**config.mk**
```make
export PLATFORM = sky130hd
export DESIGN_NAME = io_tape_dev_flat
export DESIGN_NICKNAME = d
export VERILOG_FILES = /design/src/rtl/io_tape_dev_if.sv /design/src/rtl/io_tape_dev.sv /design/src/flat_wrapper.sv
export SDC_FILE = /design/constraint.sdc
export NUM_CORES = 1
export LEC_CHECK = 0
export ABC_AREA = 1
export BUFFER_PORTS_ARGS = -buffer_cell sky130_fd_sc_hd__buf_2
export CAP_MARGIN = 10
export CELL_PAD_IN_SITES_DETAIL_PLACEMENT = 1
export CELL_PAD_IN_SITES_GLOBAL_PLACEMENT = 1
export CORE_MARGIN = 5
export CORE_UTILIZATION = 40
export CTS_BUF_LIST = sky130_fd_sc_hd__clkbuf_4
export CTS_CLUSTER_DIAMETER = 60
export DETAILED_ROUTE_END_ITERATION = 6
export PLACE_DENSITY = 0.76
export SLEW_MARGIN = 10
export SYNTH_ARGS = -nofsm -noshare
export SYNTH_HDL_FRONTEND = slang
export SYNTH_SLANG_ARGS = --single-unit
```
**constraint.sdc**
```tcl
create_clock -name clk -period 2.05 [get_ports clk]
set_clock_uncertainty 0.05 [all_clocks]
set_input_delay 0.3075 -clock clk [delete_from_list [all_inputs] [get_ports clk]]
set_output_delay 0.3075 -clock clk [all_outputs]
set_load 0.02 [all_outputs]
```
**src/rtl/io_tape_dev_if.sv**
```systemverilog
// Host-side FIFO ports and I/O-unit handshakes of the tape reader/punch endpoint.
// slave = the device, master = the host bridge plus I/O unit driving it.
interface io_tape_dev_if #(
  parameter int DEPTH = 16
);
  localparam int LW = $clog2(DEPTH) + 1;

  logic          clear_from_pnl;
  logic          tape_wr_valid;
  logic          tape_wr_ready;
  logic [4:0]    tape_wr_data;
  logic          punch_rd_valid;
  logic          punch_rd_ready;
  logic [4:0]    punch_rd_data;
  logic          punch_end_pulse;
  logic [LW-1:0] reader_level;
  logic [LW-1:0] punch_level;
  logic          input_rdy_to_io;
  logic          input_ack_from_io;
  logic [4:0]    input_data_to_io;
  logic          output_rdy_from_io;
  logic          output_ack_to_io;
  logic [4:0]    output_data_from_io;

  modport slave (
    input  clear_from_pnl, tape_wr_valid, tape_wr_data, punch_rd_ready,
           input_ack_from_io, output_rdy_from_io, output_data_from_io,
    output tape_wr_ready, punch_rd_valid, punch_rd_data, punch_end_pulse,
           reader_level, punch_level, input_rdy_to_io, input_data_to_io,
           output_ack_to_io
  );

  modport master (
    output clear_from_pnl, tape_wr_valid, tape_wr_data, punch_rd_ready,
           input_ack_from_io, output_rdy_from_io, output_data_from_io,
    input  tape_wr_ready, punch_rd_valid, punch_rd_data, punch_end_pulse,
           reader_level, punch_level, input_rdy_to_io, input_data_to_io,
           output_ack_to_io
  );
endinterface

```
**src/rtl/io_tape_dev.sv**
```systemverilog
// Tape reader/punch endpoint: host FIFOs bridged to the I/O unit's 4-phase rdy/ack handshakes.
// Reader rdy rises one edge after a pop; punch ack withheld while its FIFO is full.
module io_tape_fifo #(
  parameter int DEPTH = 16,
  parameter int W     = 5
) (
  input  logic                   clk,
  input  logic                   resetn,
  input  logic                   i_clr,
  input  logic                   i_push,
  input  logic [W-1:0]           i_dat,
  input  logic                   i_pop,
  output logic [W-1:0]           o_dat,
  output logic                   o_empty,
  output logic                   o_full,
  output logic [$clog2(DEPTH):0] o_level
);
  localparam int AW = $clog2(DEPTH);
  localparam int LW = AW + 1;

  logic [W-1:0]  r_mem [DEPTH];
  logic [AW-1:0] r_wr_ptr;
  logic [AW-1:0] r_rd_ptr;
  logic [LW-1:0] r_level;
  logic          w_push;
  logic          w_pop;

  assign o_empty = (r_level == '0);
  assign o_full  = (r_level == LW'(DEPTH));
  assign o_level = r_level;
  assign o_dat   = o_empty ? '0 : r_mem[r_rd_ptr];
  // Clear beats any same-cycle push or pop.
  assign w_push  = i_push && !o_full && resetn && !i_clr;
  assign w_pop   = i_pop && !o_empty;

  always_ff @(posedge clk) begin
    if (w_push) r_mem[r_wr_ptr] <= i_dat;
  end

  always_ff @(posedge clk) begin
    if (!resetn || i_clr) begin
      r_wr_ptr <= '0;
      r_rd_ptr <= '0;
      r_level  <= '0;
    end else begin
      if (w_push) r_wr_ptr <= r_wr_ptr + AW'(1);
      if (w_pop)  r_rd_ptr <= r_rd_ptr + AW'(1);
      case ({w_push, w_pop})
        2'b10:   r_level <= r_level + LW'(1);
        2'b01:   r_level <= r_level - LW'(1);
        default: r_level <= r_level;
      endcase
    end
  end
endmodule

module io_tape_dev #(
  parameter int DEPTH      = 16,
  parameter int GAP_CYCLES = 4
) (
  input  logic          clk,
  input  logic          resetn,
  io_tape_dev_if.slave  io
);
  localparam int         LW          = $clog2(DEPTH) + 1;
  localparam int         CW          = $clog2(GAP_CYCLES + 2);
  localparam logic [4:0] FINISH_CODE = 5'b00110;

  typedef enum logic [1:0] {R_IDLE, R_RDY, R_ACKLOW, R_GAP} rd_state_t;
  typedef enum logic       {P_IDLE, P_ACK} pn_state_t;

  rd_state_t     r_rd_state;
  pn_state_t     r_pn_state;
  logic [4:0]    r_data;
  logic [CW-1:0] r_gap_cnt;
  logic          r_in_rdy;
  logic          r_out_ack;
  logic          r_end_pulse;

  logic          w_host_wr;
  logic          w_rd_pop;
  logic          w_rd_empty;
  logic          w_rd_full;
  logic [4:0]    w_rd_head;
  logic [LW-1:0] w_rd_level;
  logic          w_pn_push;
  logic          w_pn_pop;
  logic          w_pn_empty;
  logic          w_pn_full;
  logic [4:0]    w_pn_head;
  logic [LW-1:0] w_pn_level;

  assign io.tape_wr_ready = !w_rd_full && resetn;
  assign w_host_wr        = io.tape_wr_valid && io.tape_wr_ready;
  assign w_rd_pop         = (r_rd_state == R_IDLE) && !w_rd_empty && !io.clear_from_pnl;
  assign w_pn_push        = (r_pn_state == P_IDLE) && io.output_rdy_from_io && !w_pn_full;
  assign w_pn_pop         = io.punch_rd_valid && io.punch_rd_ready;

  io_tape_fifo #(.DEPTH(DEPTH), .W(5)) u_reader_fifo (
    .clk     (clk),
    .resetn  (resetn),
    .i_clr   (io.clear_from_pnl),
    .i_push  (w_host_wr),
    .i_dat   (io.tape_wr_data),
    .i_pop   (w_rd_pop),
    .o_dat   (w_rd_head),
    .o_empty (w_rd_empty),
    .o_full  (w_rd_full),
    .o_level (w_rd_level)
  );

  io_tape_fifo #(.DEPTH(DEPTH), .W(5)) u_punch_fifo (
    .clk     (clk),
    .resetn  (resetn),
    .i_clr   (io.clear_from_pnl),
    .i_push  (w_pn_push),
    .i_dat   (io.output_data_from_io),
    .i_pop   (w_pn_pop),
    .o_dat   (w_pn_head),
    .o_empty (w_pn_empty),
    .o_full  (w_pn_full),
    .o_level (w_pn_level)
  );

  // Clear empties the FIFOs only; a reader handshake in flight runs to completion.
  always_ff @(posedge clk) begin
    if (!resetn) begin
      r_rd_state <= R_IDLE;
      r_in_rdy   <= 1'b0;
      r_data     <= '0;
      r_gap_cnt  <= '0;
    end else begin
      case (r_rd_state)
        R_IDLE: if (w_rd_pop) begin
          r_data     <= w_rd_head;
          r_rd_state <= R_RDY;
          r_in_rdy   <= 1'b1;
        end
        R_RDY: if (io.input_ack_from_io) begin
          r_rd_state <= R_ACKLOW;
          r_in_rdy   <= 1'b0;
        end
        R_ACKLOW: if (!io.input_ack_from_io) begin
          if (GAP_CYCLES == 0) begin
            r_rd_state <= R_IDLE;
          end else begin
            r_rd_state <= R_GAP;
            r_gap_cnt  <= CW'(GAP_CYCLES);
          end
        end
        R_GAP: begin
          if (r_gap_cnt <= CW'(1)) r_rd_state <= R_IDLE;
          else                     r_gap_cnt  <= r_gap_cnt - CW'(1);
        end
        default: r_rd_state <= R_IDLE;
      endcase
    end
  end

  // A push discarded by a coincident clear still completes its handshake.
  always_ff @(posedge clk) begin
    if (!resetn) begin
      r_pn_state  <= P_IDLE;
      r_out_ack   <= 1'b0;
      r_end_pulse <= 1'b0;
    end else begin
      r_end_pulse <= w_pn_push && !io.clear_from_pnl &&
                     (io.output_data_from_io == FINISH_CODE);
      case (r_pn_state)
        P_IDLE: if (w_pn_push) begin
          r_pn_state <= P_ACK;
          r_out_ack  <= 1'b1;
        end
        P_ACK: if (!io.output_rdy_from_io) begin
          r_pn_state <= P_IDLE;
          r_out_ack  <= 1'b0;
        end
        default: r_pn_state <= P_IDLE;
      endcase
    end
  end

  assign io.input_rdy_to_io  = r_in_rdy;
  assign io.input_data_to_io = r_data;
  assign io.output_ack_to_io = r_out_ack;
  assign io.punch_end_pulse  = r_end_pulse;
  assign io.punch_rd_valid   = !w_pn_empty;
  assign io.punch_rd_data    = w_pn_head;
  assign io.reader_level     = w_rd_level;
  assign io.punch_level      = w_pn_level;
endmodule

```
**src/flat_wrapper.sv**
```systemverilog
// flat-port wrapper written by rule: the top's interface ports become plain ports
module io_tape_dev_flat 
#(
  parameter int DEPTH      = 16,
  parameter int GAP_CYCLES = 4
)
  (clk, resetn, io_clear_from_pnl, io_tape_wr_valid, io_tape_wr_data, io_punch_rd_ready, io_input_ack_from_io, io_output_rdy_from_io, io_output_data_from_io, io_tape_wr_ready, io_punch_rd_valid, io_punch_rd_data, io_punch_end_pulse, io_reader_level, io_punch_level, io_input_rdy_to_io, io_input_data_to_io, io_output_ack_to_io);
  io_tape_dev_if #(.DEPTH(DEPTH)) io_i ();
  input  logic clk;
  input  logic resetn;
  input wire logic [$bits(io_i.clear_from_pnl)-1:0] io_clear_from_pnl;
  input wire logic [$bits(io_i.tape_wr_valid)-1:0] io_tape_wr_valid;
  input wire logic [$bits(io_i.tape_wr_data)-1:0] io_tape_wr_data;
  input wire logic [$bits(io_i.punch_rd_ready)-1:0] io_punch_rd_ready;
  input wire logic [$bits(io_i.input_ack_from_io)-1:0] io_input_ack_from_io;
  input wire logic [$bits(io_i.output_rdy_from_io)-1:0] io_output_rdy_from_io;
  input wire logic [$bits(io_i.output_data_from_io)-1:0] io_output_data_from_io;
  output wire logic [$bits(io_i.tape_wr_ready)-1:0] io_tape_wr_ready;
  output wire logic [$bits(io_i.punch_rd_valid)-1:0] io_punch_rd_valid;
  output wire logic [$bits(io_i.punch_rd_data)-1:0] io_punch_rd_data;
  output wire logic [$bits(io_i.punch_end_pulse)-1:0] io_punch_end_pulse;
  output wire logic [$bits(io_i.reader_level)-1:0] io_reader_level;
  output wire logic [$bits(io_i.punch_level)-1:0] io_punch_level;
  output wire logic [$bits(io_i.input_rdy_to_io)-1:0] io_input_rdy_to_io;
  output wire logic [$bits(io_i.input_data_to_io)-1:0] io_input_data_to_io;
  output wire logic [$bits(io_i.output_ack_to_io)-1:0] io_output_ack_to_io;
  assign io_i.clear_from_pnl = io_clear_from_pnl;
  assign io_i.tape_wr_valid = io_tape_wr_valid;
  assign io_i.tape_wr_data = io_tape_wr_data;
  assign io_i.punch_rd_ready = io_punch_rd_ready;
  assign io_i.input_ack_from_io = io_input_ack_from_io;
  assign io_i.output_rdy_from_io = io_output_rdy_from_io;
  assign io_i.output_data_from_io = io_output_data_from_io;
  assign io_tape_wr_ready = io_i.tape_wr_ready;
  assign io_punch_rd_valid = io_i.punch_rd_valid;
  assign io_punch_rd_data = io_i.punch_rd_data;
  assign io_punch_end_pulse = io_i.punch_end_pulse;
  assign io_reader_level = io_i.reader_level;
  assign io_punch_level = io_i.punch_level;
  assign io_input_rdy_to_io = io_i.input_rdy_to_io;
  assign io_input_data_to_io = io_i.input_data_to_io;
  assign io_output_ack_to_io = io_i.output_ack_to_io;
  io_tape_dev #(.DEPTH(DEPTH), .GAP_CYCLES(GAP_CYCLES)) u_core (.clk(clk), .resetn(resetn), .io(io_i));
endmodule
```
==> metrics.md, run 1 <==
| Metric | Value |
|---|---|
| Status | `finished, violations left` |
| Failing checks | `negative setup slack` |
| Fin crit period | `2340 ps` |
| Vias in the first global route | `7488` |
| Synth unique cells | `33` |
| Die width | `161 um` |
| Sink Count | `204` |
| Area delta synth->final | `23.8%` |
| Final Power | `0.00910 W` |
| Synth Warn # | `0` |
| Tcrit/Tclk final | `1.14` |
| Post-synth ARST share | `0` |
| Post-Syn Nets | `969` |
| Largest net degree at the start of global routing | `44` |
| Reg clk slew, reported paths | `60 ps` |
| Gpl congestion | `0.788` |
| Setup TNS | `-1400 ps` |
| First-pass GRT wire length | `39.3 mm` |
| Area of the core | `22500 sq um` |
| Worst VDD drop | `0.000717 V` |
| Fmax | `0.428 GHz` |
| Min-Delay Path Class | `primary input to flip-flop` |
| Vert. Die Dim | `161 um` |
| Rows | `55` |
| Final ANT Viol Nets | `0` |
| TritonCTS buffer count | `54` |
| Post-synthesis register bit count | `204` |
| Initial antenna violation count | `1` |
| Total global routing overflow | `0` |
| Most area-consuming cells after synthesis | `edfxtp_1, nand2_1, dfxtp_1` |
| CTS tree | `built` |
| Worst EP required | `1690 ps` |
| Pleak | `4.64 nW` |
| Layout cells sized above 1 | `0.246` |
| Avg WL per Cell | `17.4 um` |
| HPWL Detailed | `15.7 mm` |
| Cell taking the most area after synthesis | `edfxtp_1` |
| Die Area | `25800 sq um` |
| Pre-CTS setup slack | `-34.4 ps` |
| Final #Nets | `1120` |
| Syn Area/Cell | `9.80 sq um` |
| GRT Util Overall | `0.189` |
| Crit-path max FO | `5` |
| Sequential share of the synthesized area | `0.625` |
| Initial Utilization | `0.404` |
| Setup ws final | `-287 ps` |
| Max_slew headroom | `0.641` |
| H-tree depth | `2` |
| IO Port Bufs | `41` |
| Nature of the critical path startpoint | `flip-flop` |
| Number of synthesized flops with an enable pin | `160` |
| Max Cap Viol | `0` |
| Critical Path AT | `1980 ps` |
| Setup violations, final | `7` |
| Drt drc | `0` |
| Top_reg_cell synth | `edfxtp_1` |
| Starting DRT DRC Count | `379` |
| Worst-Margin Slew | `536 ps` |
| Synthesized area | `9090 sq um` |
| Max Slew Vio Count | `0` |
| Vias | `7001` |
| First-pass DRT Iterations | `4` |
| RSZ-0062 raised after global routing | `yes` |
| Final wirelength | `24.4 mm` |
| Max Root-Sink Buffers | `3` |
| CP Class | `flip-flop to primary output` |
| DR vias/cell | `5.00` |
| Clock Latency Late Sink | `670 ps` |
| Critical Path Sink Type | `primary output` |
| Pwr/cell area | `808 nW/um^2` |
| Root Buffer | `clkbuf_4` |
| Synth top area share | `0.528` |
| Hold Vio Cnt, Final | `0` |
| Synth Instances | `928` |
| Total I/O pin count | `42` |
| Min Hold Slack | `62.6 ps` |
| Post-Route Utilization | `0.500` |
## path summary, 6_finish.rpt
| check | to | startpoint | slack, ps | cells after the start |
|---|---|---|---|---|
| max | io_punch_rd_data[4] | flip-flop | -290 | 7 |
| min | u_core.u_punch_fifo.r_mem[9][2]$_DFFE_PP_ | io_output_data_from_io[2] | 60 | 1 |
| max reg2reg | u_core.u_punch_fifo.o_level[3]$_SDFFE_PP0P_ | u_core.u_punch_fifo.o_level[0]$_SDFFE_PP0P_ | -10 | 13 |
| min reg2reg | flip-flop | u_core.u_punch_fifo.r_rd_ptr[3]$_SDFFE_PP0P_ | 420 | 2 |
## stage by stage
stage / instances / instance area, sq um
after global routing: 1401 / 11300
after global placement: 1277 / 9990
after detailed placement: 1277 / 9990
after CTS: 1393 / 11000
final: 1401 / 11300
after floorplan: 928 / 9170
## registers in the layout, indices dropped and copies added (netlist names), 2 cells and up, named ones only
signal	count
u_core.io.input_data_to_io	5
u_core.r_gap_cnt	3
u_core.r_rd_state	2
u_core.u_punch_fifo.o_level	5
u_core.u_punch_fifo.r_mem	80
u_core.u_punch_fifo.r_rd_ptr	4
u_core.u_punch_fifo.r_wr_ptr	4
u_core.u_reader_fifo.o_level	5
u_core.u_reader_fifo.r_mem	80
u_core.u_reader_fifo.r_rd_ptr	4
u_core.u_reader_fifo.r_wr_ptr	4
## Yosys cell counts, types with 5 or more instances
master	instances
buf_2	15
a21oi_1	33
dfxtp_1	44
edfxtp_1	160
inv_1	95
ha_1	23
xor2_1	5
nor2_1	60
inv_2	7
nand3_1	131
clkbuf_1	8
o21a_1	5
nand2_1	277
buf_4	9
o21ai_0	27
## cell type report
cell class / instances / area (sq um)
Sequential cell: 204 / 5710
Clock buffer: 73 / 548
Clock inverter: 19 / 110
Fill cell: 2543 / 11200
Timing Repair Buffer: 126 / 1040
Tap cell: 285 / 357
Timing Repair inverter: 2 / 15.0
Antenna cell: 1 / 2.50
Multi-Input combinational cell: 587 / 3060
Inverter: 104 / 415
## repair_timing
action	in CTS	in global routing
cloned	3	2
setup endpoints to repair	7	11
pin swaps	13	8
hold buffers	15	0
resized for setup	43	32
endpoints found under the hold margin	77	0
setup buffers	6	5
## kinds of logic (layout without fill, tap and decap cells)
group / after synthesis / in the layout / synth area share
adder cells (fa/ha/maj): 24 / 24 / 0.0339
AND/OR/NAND/NOR: 489 / 489 / 0.232
XOR/XNOR: 8 / 8 / 0.00771
flip-flops: 204 / 204 / 0.625
other: 0 / 1 / 0
buffers and inverters: 137 / 324 / 0.0634
AO/OA/AOI/OAI: 66 / 66 / 0.0377
## layout by cell type (no fill, tap or decap), types with 5 or more instances in the layout
cell type / instances
clkbuf_4: 73
dfxtp_1: 30
nor2_4: 5
nand3_1: 111
o21ai_0: 25
a21oi_2: 6
ha_1: 18
inv_1: 90
dfxtp_2: 10
buf_2: 36
dlygate4sd3_1: 15
buf_4: 58
nand2_1: 269
buf_6: 10
o21a_1: 5
inv_2: 10
clkinv_1: 12
nor2_1: 59
nand2_2: 8
edfxtp_1: 160
clkinvlp_4: 5
a21oi_1: 27
nand3_2: 22
## worst max-delay path, cell delays in order (launching register included)
cell and delay [ps]:
dfxtp_4 420, clkinvlp_4 230, nand3_2 140, nand3_2 100, nand2_2 90, nand2_1 70
a21oi_2 140, buf_4 150
## where the power goes
group	leakage, nW	internal [W]	switching, W
combinational	2.45	0.000426	0.000652
sequential	1.80	0.00452	0.0000570
clock	0.389	0.00178	0.00166
total	4.64	0.00673	0.00237
## layer usage
layer | up-vias | GRT usage | wire length (um)
met3 | 43 | 0.0375 | 1010
met1 | 3428 | 0.224 | 10200
met5 | - | 0 | 0
li1 | 3405 | - | -
met4 | 0 | 0.0628 | 593
met2 | 125 | 0.342 | 12600
Note: power is estimated with default switching activity, not from simulation.
==> inputs of run 2 (changes only) <==
--- a/config.mk
+++ b/config.mk
@@ -16,6 +16,7 @@
 export CTS_CLUSTER_DIAMETER = 60
 export DETAILED_ROUTE_END_ITERATION = 6
 export PLACE_DENSITY = 0.76
+export RECOVER_POWER = 25
 export SLEW_MARGIN = 10
 export SYNTH_ARGS = -nofsm -noshare
 export SYNTH_HDL_FRONTEND = slang
==> run 2 against run 1 <==
Compared with the run above:
- the run still ends with negative setup slack left
- critical path depth unchanged
- highest routed layer unchanged
- critical endpoint unchanged
- worst setup slack about the same
- register-to-register slack about the same
- flip-flop and latch count did not move
- count of clock-buffer cells in the layout unchanged
- routed wire length is 0.11% higher
- sequential share of layout area is 0.051 points higher
- largest cell class unchanged
==> metrics.md, run 2 (synthesis results as in run 1) <==
| Metric | Value |
|---|---|
| Status | `finished, violations left` |
| Failing checks | `negative setup slack` |
| Reg clk slew, reported paths | `60 ps (about the same)` |
| Tcrit/Tclk final | `1.14 (about the same)` |
| First-pass GRT wire length | `39.3 mm (unchanged)` |
| CP top delay family | `flip-flops` |
| First-pass DRT Iterations | `4 (unchanged)` |
| Commonest non-fill, non-tap cell in the layout | `nand2_1` |
| Met1 usage | `0.224 (unchanged)` |
| Reg2Reg Depth | `13 (unchanged)` |
| Vias | `7000 (-0.014%)` |
| Fin crit period | `2340 ps (+0.400 ps)` |
| Setup TNS | `-1400 ps (-0.840 ps)` |
| Hold path cells | `3 (+2)` |
| Starting DRT DRC Count | `350 (-7.7%)` |
| Avg WL per Cell | `17.4 um (+0.11%)` |
| Root Buffer | `clkbuf_4` |
| Clock Latency Late Sink | `670 ps (about the same)` |
| Die width | `161 um (unchanged)` |
| Max incr delay on CP | `420 ps (about the same)` |
| Nature of the critical path startpoint | `flip-flop` |
| Most frequent cells in the layout | `nand2_1, edfxtp_1, nand3_1` |
| CP Class | `flip-flop to primary output` |
| Crit-path max FO | `5 (unchanged)` |
| Worst VDD drop | `0.000715 V (-0.18%)` |
| GRT Util Overall | `0.189 (unchanged)` |
| Critical Path Stages | `7 (unchanged)` |
| Layout cells sized above 1 | `0.238 (-0.00807)` |
| Max_slew headroom | `0.351 (-0.290)` |
| Fill cells | `2544 (+0.039%)` |
| Top cell by count, worst path | `nand3_2` |
| Global-route met2 utilization | `0.342 (unchanged)` |
| Sink Count | `204 (unchanged)` |
| Critical Path Sink Type | `primary output` |
| Total I/O pin count | `42 (unchanged)` |
| HPWL Detailed | `15.7 mm (unchanged)` |
| Fmax | `0.428 GHz (about the same)` |
| Vias in the first global route | `7488 (unchanged)` |
| Pre-CTS setup slack | `-34.4 ps (unchanged)` |
| Final #Nets | `1120 (unchanged)` |
| Largest net degree at the start of global routing | `44 (unchanged)` |
| Worst EP required | `1690 ps (about the same)` |
| Area delta synth->final | `23.7%` |
| Setup ws final | `-287 ps (-0.400 ps)` |
| Largest regs | `u_core.u_punch_fifo.r_mem x80, u_core.u_reader_fifo.r_mem x80` |
| Worst-Margin Slew | `974 ps (+438 ps)` |
| Vert. Die Dim | `161 um (unchanged)` |
| H-tree depth | `2 (unchanged)` |
| Most Crowded Layer GR | `met2` |
| Pwr/cell area | `809 nW/um^2 (+0.13%)` |
| Rows | `55 (unchanged)` |
| IO Port Bufs | `41 (unchanged)` |
| Final ANT Viol Nets | `0 (unchanged)` |
| Max Slew Vio Count | `0 (unchanged)` |
| Gpl congestion | `0.788 (unchanged)` |
| Crit-path slowest cell | `dfxtp_4` |
| Critical-path cell list | `clkinvlp_4, nand3_2, nand3_2, nand2_2, nand2_1, a21oi_2, buf_4` |
| Die Area | `25800 sq um (unchanged)` |
| Met3 Use GR | `0.0375 (unchanged)` |
| RSZ-0062 raised after global routing | `yes` |
| Hold Vio Cnt, Final | `0 (unchanged)` |
| Drt drc | `0 (unchanged)` |
| Pleak | `4.62 nW (-0.53%)` |
| Initial Utilization | `0.404 (unchanged)` |
| TritonCTS buffer count | `54 (unchanged)` |
| Worst path bufs/invs | `2 (unchanged)` |
| Setup violations, final | `7 (unchanged)` |
| Critical Path AT | `1980 ps (about the same)` |
| Total global routing overflow | `0 (unchanged)` |
| Reg area | `5710 sq um (unchanged)` |
| Max Cap Viol | `0 (unchanged)` |
| CTS tree | `built` |
| Max Root-Sink Buffers | `3 (unchanged)` |
| Area of the core | `22500 sq um (unchanged)` |
| Initial antenna violation count | `1 (unchanged)` |
| Min-Delay Path Class | `primary input to flip-flop` |
| Multi-input logic area | `3060 sq um (unchanged)` |
| DR vias/cell | `5.00 (about the same)` |
| Final wirelength | `24.4 mm (+0.11%)` |
-- run 2: final timing paths --
path | slack (ps) | endpoint | startpoint
max reg2reg | -10 | u_core.u_punch_fifo.o_level[3]$_SDFFE_PP0P_ | u_core.u_punch_fifo.o_level[0]$_SDFFE_PP0P_
min | 300 | u_core.io.punch_end_pulse$_SDFF_PN0_ | io_output_data_from_io[2]
min reg2reg | 420 | flip-flop | u_core.u_punch_fifo.r_rd_ptr[3]$_SDFFE_PP0P_
max | -290 | io_punch_rd_data[4] | flip-flop
-- run 2: area by class of cell --
cell class	count	area share
clock buffer	73	0.0487
inverter	104	0.0369
tap	285	0.0317
sequential	204	0.508
clock inverter	19	0.00979
antenna	1	0.000222
timing repair buffer	126	0.0911
timing repair inverter	2	0.00133
multi-input combinational	587	0.272
-- run 2: metal layers --
| metal | vias up | part of all wire |
|---|---|---|
| li1 | 3408 | - |
| met1 | 3413 | 0.41 |
| met2 | 136 | 0.52 |
| met3 | 43 | 0.045 |
| met4 | 0 | 0.024 |
| met5 | - | 0 |
-- run 2: power by group --
part           internal [W]  switching [W]
Combinational      0.000424       0.000652
Clock               0.00178        0.00167
Sequential          0.00452      0.0000576
Total               0.00673        0.00238
-- run 2: worst reg2reg max path: stages (launching register included) --
cell and delay [ps]:
dfxtp_2 340, nor2_4 120, buf_4 130, nand4_4 70, nand2_1 100, inv_2 60, ha_4 170, buf_12 120
ha_1 260, nand3_1 90, nand3_1 90, xor2_1 150, o21ai_0 150, inv_1 50
-- run 2: per-stage QoR --
stage	hold slack, ps	instance area [sq um]	instances	util	power (W)
5_1_grt	311	11200	1401	0.500	0.00960
4_1_cts	20.9	11000	1393	0.491	0.00915
3_5_place_dp	418	9990	1277	0.444	0.00558
2_1_floorplan	327	9170	928	-	0.00524
3_3_place_gp	407	9990	1277	0.444	0.00555
6_report	302	11200	1401	0.500	0.00910
-- run 2: what timing repair did --
item | CTS | global route
buffers inserted | 6 | 5
pin swaps | 13 | 8
gates resized for setup | 43 | 32
endpoints found under the hold margin | 77 | 0
gates cloned | 3 | 2
hold buffers | 15 | 0
setup endpoints to repair | 7 | 11
